==> src/rtl/izh_pkg.sv <==
// Shared constants, parameter record and saturation helpers for the Izhikevich neuron array.
package izh_pkg;

  localparam int unsigned DATA_W   = 16;
  localparam int unsigned FRAC     = 8;
  localparam int unsigned DT_SHIFT = 2;
  localparam int unsigned WIDE_W   = 2 * DATA_W + 16;

  localparam int K_SQ    = 41;
  localparam int K_LIN   = 5;
  localparam int K_CONST = 140;

  localparam logic signed [DATA_W-1:0] V_RESET = DATA_W'(-65 <<< FRAC);
  localparam logic signed [DATA_W-1:0] V_PEAK  = DATA_W'(30 <<< FRAC);

  localparam logic signed [WIDE_W-1:0] SAT_MAX = WIDE_W'((1 <<< (DATA_W - 1)) - 1);
  localparam logic signed [WIDE_W-1:0] SAT_MIN = -SAT_MAX - WIDE_W'(1);

  // Field order matches the serial frame order a, b, c, d (a is most significant).
  typedef struct packed {
    logic signed [DATA_W-1:0] a;
    logic signed [DATA_W-1:0] b;
    logic signed [DATA_W-1:0] c;
    logic signed [DATA_W-1:0] d;
  } izh_param_t;

  function automatic logic signed [DATA_W-1:0] sat_wide(input logic signed [WIDE_W-1:0] x);
    if (x > SAT_MAX) begin
      return DATA_W'(SAT_MAX);
    end else if (x < SAT_MIN) begin
      return DATA_W'(SAT_MIN);
    end
    return DATA_W'(x);
  endfunction

  function automatic logic signed [DATA_W-1:0] sat_add(input logic signed [DATA_W-1:0] x,
                                                        input logic signed [DATA_W-1:0] y);
    logic signed [WIDE_W-1:0] sum;
    sum = WIDE_W'(x) + WIDE_W'(y);
    return sat_wide(sum);
  endfunction

endpackage

==> src/rtl/izh_neuron_array_update_dp.sv <==
// Combinational single-step Izhikevich update for one neuron (Euler step of 2^-DT_SHIFT).
module izh_update_dp #(
  parameter int unsigned FRAC     = izh_pkg::FRAC,
  parameter int unsigned DT_SHIFT = izh_pkg::DT_SHIFT
) (
  input  logic signed [izh_pkg::DATA_W-1:0] v,
  input  logic signed [izh_pkg::DATA_W-1:0] u,
  input  izh_pkg::izh_param_t               prm,
  input  logic        [7:0]                 stim,
  output logic signed [izh_pkg::DATA_W-1:0] v_next_c,
  output logic signed [izh_pkg::DATA_W-1:0] u_next_c,
  output logic                              spike_c
);
  import izh_pkg::*;

  localparam logic signed [DATA_W-1:0] PEAK = DATA_W'(30 <<< FRAC);

  logic signed [WIDE_W-1:0] v_w, u_w, a_w, b_w, i_w;
  logic signed [WIDE_W-1:0] dv_w, v1_w, bv_w, du_w, u1_w;
  logic signed [DATA_W-1:0] v1, u1;

  // Everything is widened first so products and shifts are exact before saturation.
  always_comb begin
    v_w  = WIDE_W'(v);
    u_w  = WIDE_W'(u);
    a_w  = WIDE_W'(prm.a);
    b_w  = WIDE_W'(prm.b);
    i_w  = WIDE_W'(stim) <<< FRAC;
    dv_w = ((WIDE_W'(K_SQ) * v_w * v_w) >>> (FRAC + 10)) + WIDE_W'(K_LIN) * v_w
           + (WIDE_W'(K_CONST) <<< FRAC) - u_w + i_w;
    v1_w = v_w + (dv_w >>> DT_SHIFT);
    bv_w = (b_w * v_w) >>> FRAC;
    du_w = (a_w * (bv_w - u_w)) >>> FRAC;
    u1_w = u_w + (du_w >>> DT_SHIFT);
    v1   = sat_wide(v1_w);
    u1   = sat_wide(u1_w);
    spike_c  = (v1 >= PEAK);
    v_next_c = spike_c ? prm.c : v1;
    u_next_c = spike_c ? sat_add(u1, prm.d) : u1;
  end

endmodule

==> src/rtl/izh_neuron_array.sv <==
// N time-multiplexed Izhikevich neurons sharing one update datapath, with an addressed
// serial parameter loader and a tick-driven sweep FSM.
module izh_neuron_array #(
  parameter int unsigned N_NEURONS = 8,
  parameter int unsigned ADDR_W    = 6,
  parameter int unsigned DATA_W    = izh_pkg::DATA_W,
  parameter int unsigned FRAC      = izh_pkg::FRAC,
  parameter int unsigned DT_SHIFT  = izh_pkg::DT_SHIFT
) (
  input  logic                     clk,
  input  logic                     reset,
  input  logic                     enable,
  input  logic                     tick,
  input  logic [8*N_NEURONS-1:0]   stimulus_in,
  input  logic                     load_mode,
  input  logic                     serial_data,
  input  logic [ADDR_W-1:0]        mon_sel,
  output logic [7:0]               membrane_out,
  output logic [N_NEURONS-1:0]     spike_out,
  output logic                     spike_valid,
  output logic                     busy,
  output logic                     overrun,
  output logic                     params_ready
);
  import izh_pkg::*;

  localparam int unsigned IDX_W   = (N_NEURONS > 1) ? $clog2(N_NEURONS) : 1;
  localparam int unsigned FRAME_W = ADDR_W + 4 * DATA_W;
  localparam int unsigned CNT_W   = $clog2(FRAME_W);
  localparam logic signed [DATA_W-1:0] V_RESET_L = DATA_W'(-65 <<< FRAC);

  typedef enum logic [1:0] {S_IDLE, S_SWEEP, S_DONE} state_t;

  state_t                   state_q, state_d;
  logic [IDX_W-1:0]         idx_q, idx_d;
  logic [N_NEURONS-1:0]     acc_q, acc_d, spike_q, spike_d, loaded_q, loaded_d;
  logic                     valid_q, valid_d, busy_q, busy_d, overrun_q, overrun_d;
  logic                     ready_q, ready_d;
  logic [7:0]               membrane_q, membrane_d;
  logic [CNT_W-1:0]         cnt_q, cnt_d;
  logic [FRAME_W-2:0]       shreg_q, shreg_d;
  logic [FRAME_W-1:0]       frame;
  logic [ADDR_W-1:0]        frame_addr;
  izh_param_t               params_q [N_NEURONS];
  izh_param_t               params_d [N_NEURONS];
  logic signed [DATA_W-1:0] v_q [N_NEURONS];
  logic signed [DATA_W-1:0] v_d [N_NEURONS];
  logic signed [DATA_W-1:0] u_q [N_NEURONS];
  logic signed [DATA_W-1:0] u_d [N_NEURONS];
  logic signed [DATA_W-1:0] v_next_c, u_next_c;
  logic                     spike_c;

  izh_update_dp #(.FRAC(FRAC), .DT_SHIFT(DT_SHIFT)) u_dp (
    .v        (v_q[idx_q]),
    .u        (u_q[idx_q]),
    .prm      (params_q[idx_q]),
    .stim     (stimulus_in[{idx_q, 3'b000} +: 8]),
    .v_next_c (v_next_c),
    .u_next_c (u_next_c),
    .spike_c  (spike_c)
  );

  assign frame      = {shreg_q, serial_data};
  assign frame_addr = frame[FRAME_W-1 -: ADDR_W];

  // Sweep FSM, neuron state write-back and the serial loader.
  always_comb begin
    state_d    = state_q;
    idx_d      = idx_q;
    acc_d      = acc_q;
    spike_d    = spike_q;
    valid_d    = 1'b0;
    overrun_d  = overrun_q | (tick & busy_q);
    v_d        = v_q;
    u_d        = u_q;
    cnt_d      = cnt_q;
    shreg_d    = shreg_q;
    loaded_d   = loaded_q;
    params_d   = params_q;
    ready_d    = &loaded_q;
    membrane_d = '0;

    case (state_q)
      S_IDLE: begin
        if (tick && enable && ready_q) begin
          state_d = S_SWEEP;
          idx_d   = '0;
          acc_d   = '0;
        end
      end
      S_SWEEP: begin
        if (enable) begin
          v_d[idx_q]   = v_next_c;
          u_d[idx_q]   = u_next_c;
          acc_d[idx_q] = spike_c;
          if (idx_q == IDX_W'(N_NEURONS - 1)) begin
            state_d = S_DONE;
            spike_d = acc_d;
            valid_d = 1'b1;
          end else begin
            idx_d = idx_q + IDX_W'(1);
          end
        end
      end
      S_DONE: begin
        if (enable) state_d = S_IDLE;
      end
      default: state_d = S_IDLE;
    endcase
    busy_d = (state_d == S_SWEEP);

    // Out-of-range addresses complete the frame but write nothing.
    if (enable) begin
      if (!load_mode) begin
        cnt_d = '0;
      end else if (cnt_q == CNT_W'(FRAME_W - 1)) begin
        cnt_d = '0;
        if ({1'b0, frame_addr} < (ADDR_W + 1)'(N_NEURONS)) begin
          params_d[IDX_W'(frame_addr)] = izh_param_t'(frame[4*DATA_W-1:0]);
          loaded_d[IDX_W'(frame_addr)] = 1'b1;
        end
      end else begin
        cnt_d   = cnt_q + CNT_W'(1);
        shreg_d = frame[FRAME_W-2:0];
      end
    end

    if ({1'b0, mon_sel} < (ADDR_W + 1)'(N_NEURONS)) begin
      membrane_d = v_q[IDX_W'(mon_sel)][FRAC+7:FRAC];
    end
  end

  always_ff @(posedge clk) begin
    if (reset) begin
      state_q    <= S_IDLE;
      idx_q      <= '0;
      acc_q      <= '0;
      spike_q    <= '0;
      valid_q    <= 1'b0;
      busy_q     <= 1'b0;
      overrun_q  <= 1'b0;
      ready_q    <= 1'b0;
      membrane_q <= '0;
      cnt_q      <= '0;
      shreg_q    <= '0;
      loaded_q   <= '0;
      params_q   <= '{default: '0};
      v_q        <= '{default: V_RESET_L};
      u_q        <= '{default: '0};
    end else begin
      state_q    <= state_d;
      idx_q      <= idx_d;
      acc_q      <= acc_d;
      spike_q    <= spike_d;
      valid_q    <= valid_d;
      busy_q     <= busy_d;
      overrun_q  <= overrun_d;
      ready_q    <= ready_d;
      membrane_q <= membrane_d;
      cnt_q      <= cnt_d;
      shreg_q    <= shreg_d;
      loaded_q   <= loaded_d;
      params_q   <= params_d;
      v_q        <= v_d;
      u_q        <= u_d;
    end
  end

  assign membrane_out = membrane_q;
  assign spike_out    = spike_q;
  assign spike_valid  = valid_q;
  assign busy         = busy_q;
  assign overrun      = overrun_q;
  assign params_ready = ready_q;

endmodule

==> config.mk <==
export PLATFORM = sky130hd
export DESIGN_NAME = izh_neuron_array
export DESIGN_NICKNAME = d
export VERILOG_FILES = /design/src/rtl/izh_pkg.sv /design/src/rtl/izh_neuron_array_update_dp.sv /design/src/rtl/izh_neuron_array.sv
export SDC_FILE = /design/constraint.sdc
export NUM_CORES = 2
export LEC_CHECK = 0
export ABC_AREA = 1
export BUFFER_PORTS_ARGS = -buffer_cell sky130_fd_sc_hd__buf_2
export CAP_MARGIN = 5
export CORE_ASPECT_RATIO = 1.25
export CORE_MARGIN = 5
export CORE_UTILIZATION = 55
export CTS_CLUSTER_DIAMETER = 50
export DETAILED_ROUTE_END_ITERATION = 10
export GPL_TIMING_DRIVEN = 1
export HOLD_SLACK_MARGIN = 0.02
export PLACE_DENSITY_LB_ADDON = 0.1
export SETUP_SLACK_MARGIN = 0.02
export SYNTH_ARGS = -nofsm -noshare
export SYNTH_HDL_FRONTEND = slang
export SYNTH_HIERARCHICAL = 1
export SYNTH_SLANG_ARGS = --single-unit
==> constraint.sdc <==
create_clock -name clk -period 22.3 [get_ports clk]
set_input_delay 1.115 -clock clk [delete_from_list [all_inputs] [get_ports clk]]
set_output_delay 1.115 -clock clk [all_outputs]
set_load 0.01 [all_outputs]
* Yosys cells after proc, flatten, opt, wreduce, memory -nomap -nowiden
Cells that the tools add are included.
** Storage, ports and cells
- Flip-flop bits (word level) :: 885
- Bits in latches :: 0
- Bits in writable memories :: 0
- Bits in read-only memories :: 0
- Bits of input ports :: 76
- Output and inout port bits :: 20
- Memories kept :: 0
** Cells by class
- Add/sub/neg operators :: 10
- Multipliers :: 5
- Div/mod/pow operators :: 0
- Order comparisons :: 18
- Equality and inequality tests :: 8
- Shift operators :: 1
- Muxes and demuxes :: 56
- Bitwise logic cells :: 10
- Reductions and logical operators :: 17
** Operators by type and width (number)
- $bwmux 512 :: 1
- $mux 16 :: 18
- $bwmux 128 :: 2
- $bmux 64 s3 :: 1
- $demux 64 s3 :: 1
- $mux 64 :: 3
- $bmux 16 s3 :: 3
- $gt 48x16->1 const B :: 3
- $lt 48x16->1 const B :: 3
- $shiftx 64x7->8 :: 1
- $add 48x17->48 :: 1
- $add 48x17->48 const B :: 1
- $demux 16 s3 :: 1
- $sub 48x16->48 :: 1
- $add 16x46->47 :: 1
- $mul 16x25->41 :: 1
- $add 16x38->39 :: 1
- $mul 23x16->39 :: 1
- $mul 16x16->32 :: 1
- $sub 24x16->25 :: 1
- $mul 7x16->23 const A :: 1
- $add 21x20->22 :: 1
- $mul 4x16->20 const A :: 1
- $add 16x16->17 :: 1
- 37 further kinds :: 75

* Depth between registers and ports, before layout
- Word-level depth :: 19
- Depth in mapped cells :: 106

* Cells and area by module
Netlist, hierarchy kept.
** Modules (own cells, without submodules)
- izh_update_dp :: times used 1, cells each 6414, area an instance 48235.0 um2
- izh_neuron_array :: times used 1, cells each 6644, area an instance 43056.3 um2

* Worst setup path after synthesis
OpenSTA, ideal clock, no wires.
- Path kind :: flip-flop to flip-flop
- Start :: register idx_q[1]
- End :: register u_q[44] (netlist name)
- Setup time :: 0.070 ns
- Arrival time :: 17.583 ns
- Required time :: 22.230 ns
- Setup slack :: 4.647 ns
- Stages on the path, launching flop included :: 94
- Path buffers :: 10
- Period minus slack after synthesis :: 17.653 ns
- Cell sequence :: dfxtp_1 -> buf_2 -> inv_1 -> nand3_2 -> inv_1 -> buf_2 -> buf_2 -> a22oi_1 -> nand4_1 -> clkbuf_1 -> clkbuf_1 -> nand2_1 -> fa_1 -> fa_1 -> fa_1 -> fa_1 -> inv_1 -> fa_1 -> [58 not listed] -> a21oi_1 -> ha_1 -> inv_1 -> fa_1 -> inv_1 -> a21oi_1 -> o21ai_0 -> nand3_1 -> nand2_1 -> xor2_1 -> nand2_1 -> clkbuf_1 -> o21ai_0 -> nand3_1 -> nand2_1 -> buf_1 -> o21ai_0 -> a21oi_1
** Between the ends
- Word-level cells in the longest chain between the ends :: 19
** Ends and longest elaborated chain
- from (decl) :: RTL line izh_neuron_array.sv:35 : logic [IDX_W-1:0] idx_q, idx_d;
- from (signal assigned) :: RTL line izh_neuron_array.sv:152 : idx_q <= idx_d;
- parallel branches: the longest is 17 deep, another holds $add 48x17->48
- $mux 16 (*) :: RTL line izh_neuron_array_update_dp.sv:39 : u_next_c = spike_c ? sat_add(u1, prm.d) : u1;
- via u_next_c[12] :: RTL line izh_neuron_array.sv:50 : logic signed [DATA_W-1:0] v_next_c, u_next_c;
- $bwmux 128 (*) :: RTL line izh_neuron_array.sv:94 : u_d[idx_q] = u_next_c;
- to (signal assigned) :: RTL line izh_neuron_array.sv:165 : u_q <= u_d;
- to (decl) :: RTL line izh_neuron_array.sv:48 : logic signed [DATA_W-1:0] u_q [N_NEURONS];
Mark *: on every way through the listed nets, which the timed path passes. The select of a mux whose other input is x is not followed.
A chain may end at the register's enable or synchronous reset.

* Final worst setup path
- Start :: register idx_q[1]
- End :: register u_q[32] (netlist name)
Same word-level chain as after synthesis.

==> results.cfg <==
[synthesis]
async_flop_share_pct = 0
syn-instance-count = 13058
synth_xor_area_share_pct = 1.79
yosysTopAreaCell = fa_1
yosys.cell_types.count = 56
yosysSeqAreaShare_pct = 19.4
synth_area_leaders = fa_1 23%, dfxtp_1 19%, inv_1 12%
syn-num-nets = 14701
muxShareOfSynthArea_pct = 0
avgSynthCellArea_um2 = 6.99
yosys.area_share.adder_pct = 30.2
synth_compound_area_share_pct = 8.71
synth_warnings = 6
netlist.area_leader.share_pct = 23.4
synth-seq-cells = 885
synth.cell_area_um2 = 91300
synth_edf_count = 0
synth_top_family_by_area = adder cells
synth-simple-area-share_pct = 24.2
synth_flop_cell = dfxtp_1

[floorplanning]
num_rows = 167
start_util_pct = 55.2
fp.dieW_um = 374
coreArea_um2 = 165000
io_pins = 96
die_area_um2 = 174000
die_h_um = 466

[placement]
gp_congestion = 0.967
io_buffers = 95
place_hpwl_um = 225000

[routing]
wl_per_cell_um = 20.8
wirelength_um = 313000
drt_iter0_drc = 7326
ant_nets = 0
viasPerCell = 5.56
dr.pass1.iters = 8
drcViolationCount = 0
vias = 83317

[critical_path]
crit_top_cell = nand2_1
critPathRequiredTime_ns = 22.84
crit_path_end_kind = register
start_kind = register
r2r_start = idx_q[1]
cp_slowest_cell = nand4_1
critPathKind = reg2reg
slowest_delay_ns = 0.89
crit_fanout = 35
arrival_ns = 21.66
ff2ff_path_depth = 83
r2r_end = u_q[32]
rrSetupSlack_ns = 1.18

[pwr]
p_leak_uw = 0.0481
p_per_area_nw_per_um2 = 37.1
ir_worst_vdd_mv = 0.0684
finalPower_uw = 3570

[grt]
grtUsageTotal_pct = 35.0
grt_pass1_wl_um = 478000
grt_overflow = 0
grt_max_degree = 228
antenna_found_initial = 10
grt_pass1_vias = 82466

[clock_network]
tritoncts = done
cts_made_buffers = 82
cts_root_buf = clkbuf_16
cts.sinks = 885
clkSlewWorstSetupHoldPaths_ns = 0.07
htree_levels = 3
clockBufferDepth = 3
clock_latency_ns = 0.70

[worst_hold_path]
whs_path_depth = 2
min_path_type = reg2reg
min_from = v_q[37]
whs_endpoint = v_q[37]

[timing]
final-setup-viol-count = 0
fin_crit_ns = 21.12
hold-worst-slack_ns = 0.452
tightest_slew_ns = 1.35
timing.final.crit_share_pct = 94.7
drv_slew = 0
skew_ns = 0.0364
setup_tns_ns = 0
slew_headroom_pct = 9.62
hold_viol_final = 0
fmax_mhz = 47.4
rsz0062_at_grt = false

[cells_and_area]
layout-drive-gt1-share_pct = 4.17
syn_to_final_growth_pct = 5.16
utilization_pct = 58.0
fin_nets = 14377

[status]
outcome = complete, no violations

[run]
cap_violations = 0
-- area by class of cell --
cell class / count / area, um2
multi-input cells: 8493 / 59500
fillers: 16091 / 69500
inverters: 2992 / 11300
clock buffers: 118 / 2420
flip-flops and latches: 885 / 17700
repair buffers: 280 / 2010
well taps: 2197 / 2750
diodes: 3 / 7.51
clock inverters: 29 / 320
-- metrics by stage --
| stage | area [um2] | worst slack, ns | instances |
|---|---|---|---|
| floorplan | 91300 | 4.65 | 13058 |
| global placement | 93200 | 0.864 | 14845 |
| detailed placement | 93200 | 0.707 | 14845 |
| CTS | 96000 | 0.576 | 14992 |
| global route | 96000 | 0.0812 | 14995 |
| finish | 96000 | 1.18 | 14997 |
-- Yosys cell counts, drive strengths merged, types with 4 or more instances --
master / count
a21boi: 7
a21o: 16
a21oi: 471
a221oi: 4
a22oi: 56
a31oi: 27
and2: 8
and3: 4
buf: 234
clkbuf: 454
clkinv: 81
dfxtp: 885
fa: 1066
ha: 501
inv: 2911
nand2: 2859
nand3: 193
nand3b: 27
nand4: 598
nor2: 1527
nor3: 33
nor4: 12
o211ai: 16
o21a: 16
o21ai: 545
o21bai: 15
o221ai: 8
o22ai: 233
o31ai: 8
or2: 40
xnor2: 78
xor2: 108
-- worst max-delay path by stage --
stage	cells after the start	endpoint	slack, ns	startpoint
final	83	u_q[32]	1.18	idx_q[1]
after global routing	93	u_q[32]	0.08	idx_q[0]
after CTS	81	u_q[32]	0.58	idx_q[1]
after detailed placement	81	u_q[32]	0.71	idx_q[1]
after global placement	81	u_q[32]	0.86	idx_q[1]
after floorplan	93	u_q[44]	4.65	idx_q[1]
-- cell usage in the layout, fill, tap and decap left out, drive strengths merged, types with 7 or more instances in the layout --
master / count
inv: 2917
nand2: 2859
nor2: 1527
fa: 1066
dfxtp: 885
nand4: 598
o21ai: 545
ha: 501
a21oi: 471
buf: 280
o22ai: 233
nand3: 193
clkbuf: 118
xor2: 108
clkinv: 97
xnor2: 78
a22oi: 56
or2: 40
nor3: 33
nand3b: 27
a31oi: 27
o21a: 16
o211ai: 16
a21o: 16
o21bai: 15
nor4: 12
o31ai: 8
o221ai: 8
and2: 8
a21boi: 7
-- layer usage --
metal	GRT usage, %	part of all wire (%)
met1	42.0	38
met5	0	0.024
met4	19.7	6.8
met2	60.0	48
met3	5.44	7.3
-- power by group --
part	total (uW)	leakage [uW]	internal, uW	switching [uW]
sequential	1600	0.00714	1590	6.99
combinational	496	0.0396	100	396
clock	1470	0.00136	808	667
-- cells by family after synthesis --
logic type,after synthesis
XOR/XNOR,186
flip-flops,885
AO/OA/AOI/OAI,1434
buffers and inverters,3680
AND/OR/NAND/NOR,5306
adder cells (fa/ha/maj),1567
-- flip-flops by register name (all words and copies together) (netlist names) --
register and flops:
acc_q 8, busy 1, cnt_q 7, idx_q 3, loaded_q 8, membrane_out 8
overrun 1, params_q 512, params_ready 1, shreg_q 69, spike_out 8, spike_valid 1
state_q 2, u_q 128, v_q 128
-- what timing repair did --
item,in CTS,in global routing
setup endpoints to repair,0,122
buffers inserted,0,2
gates resized for setup,0,12
hold buffers,0,0
hold endpoints to repair,0,0
-- critical path: cells and delay by family, from the launching register on --
family | cells | cell delay, ns
flops | 1 | 0.51
buf+inv | 16 | 2.79
xor+xnor | 3 | 0.67
fa+ha+maj | 18 | 8.56
compound gates | 12 | 2.86
simple gates | 34 | 5.39
Note: power is estimated with default switching activity, not from simulation.
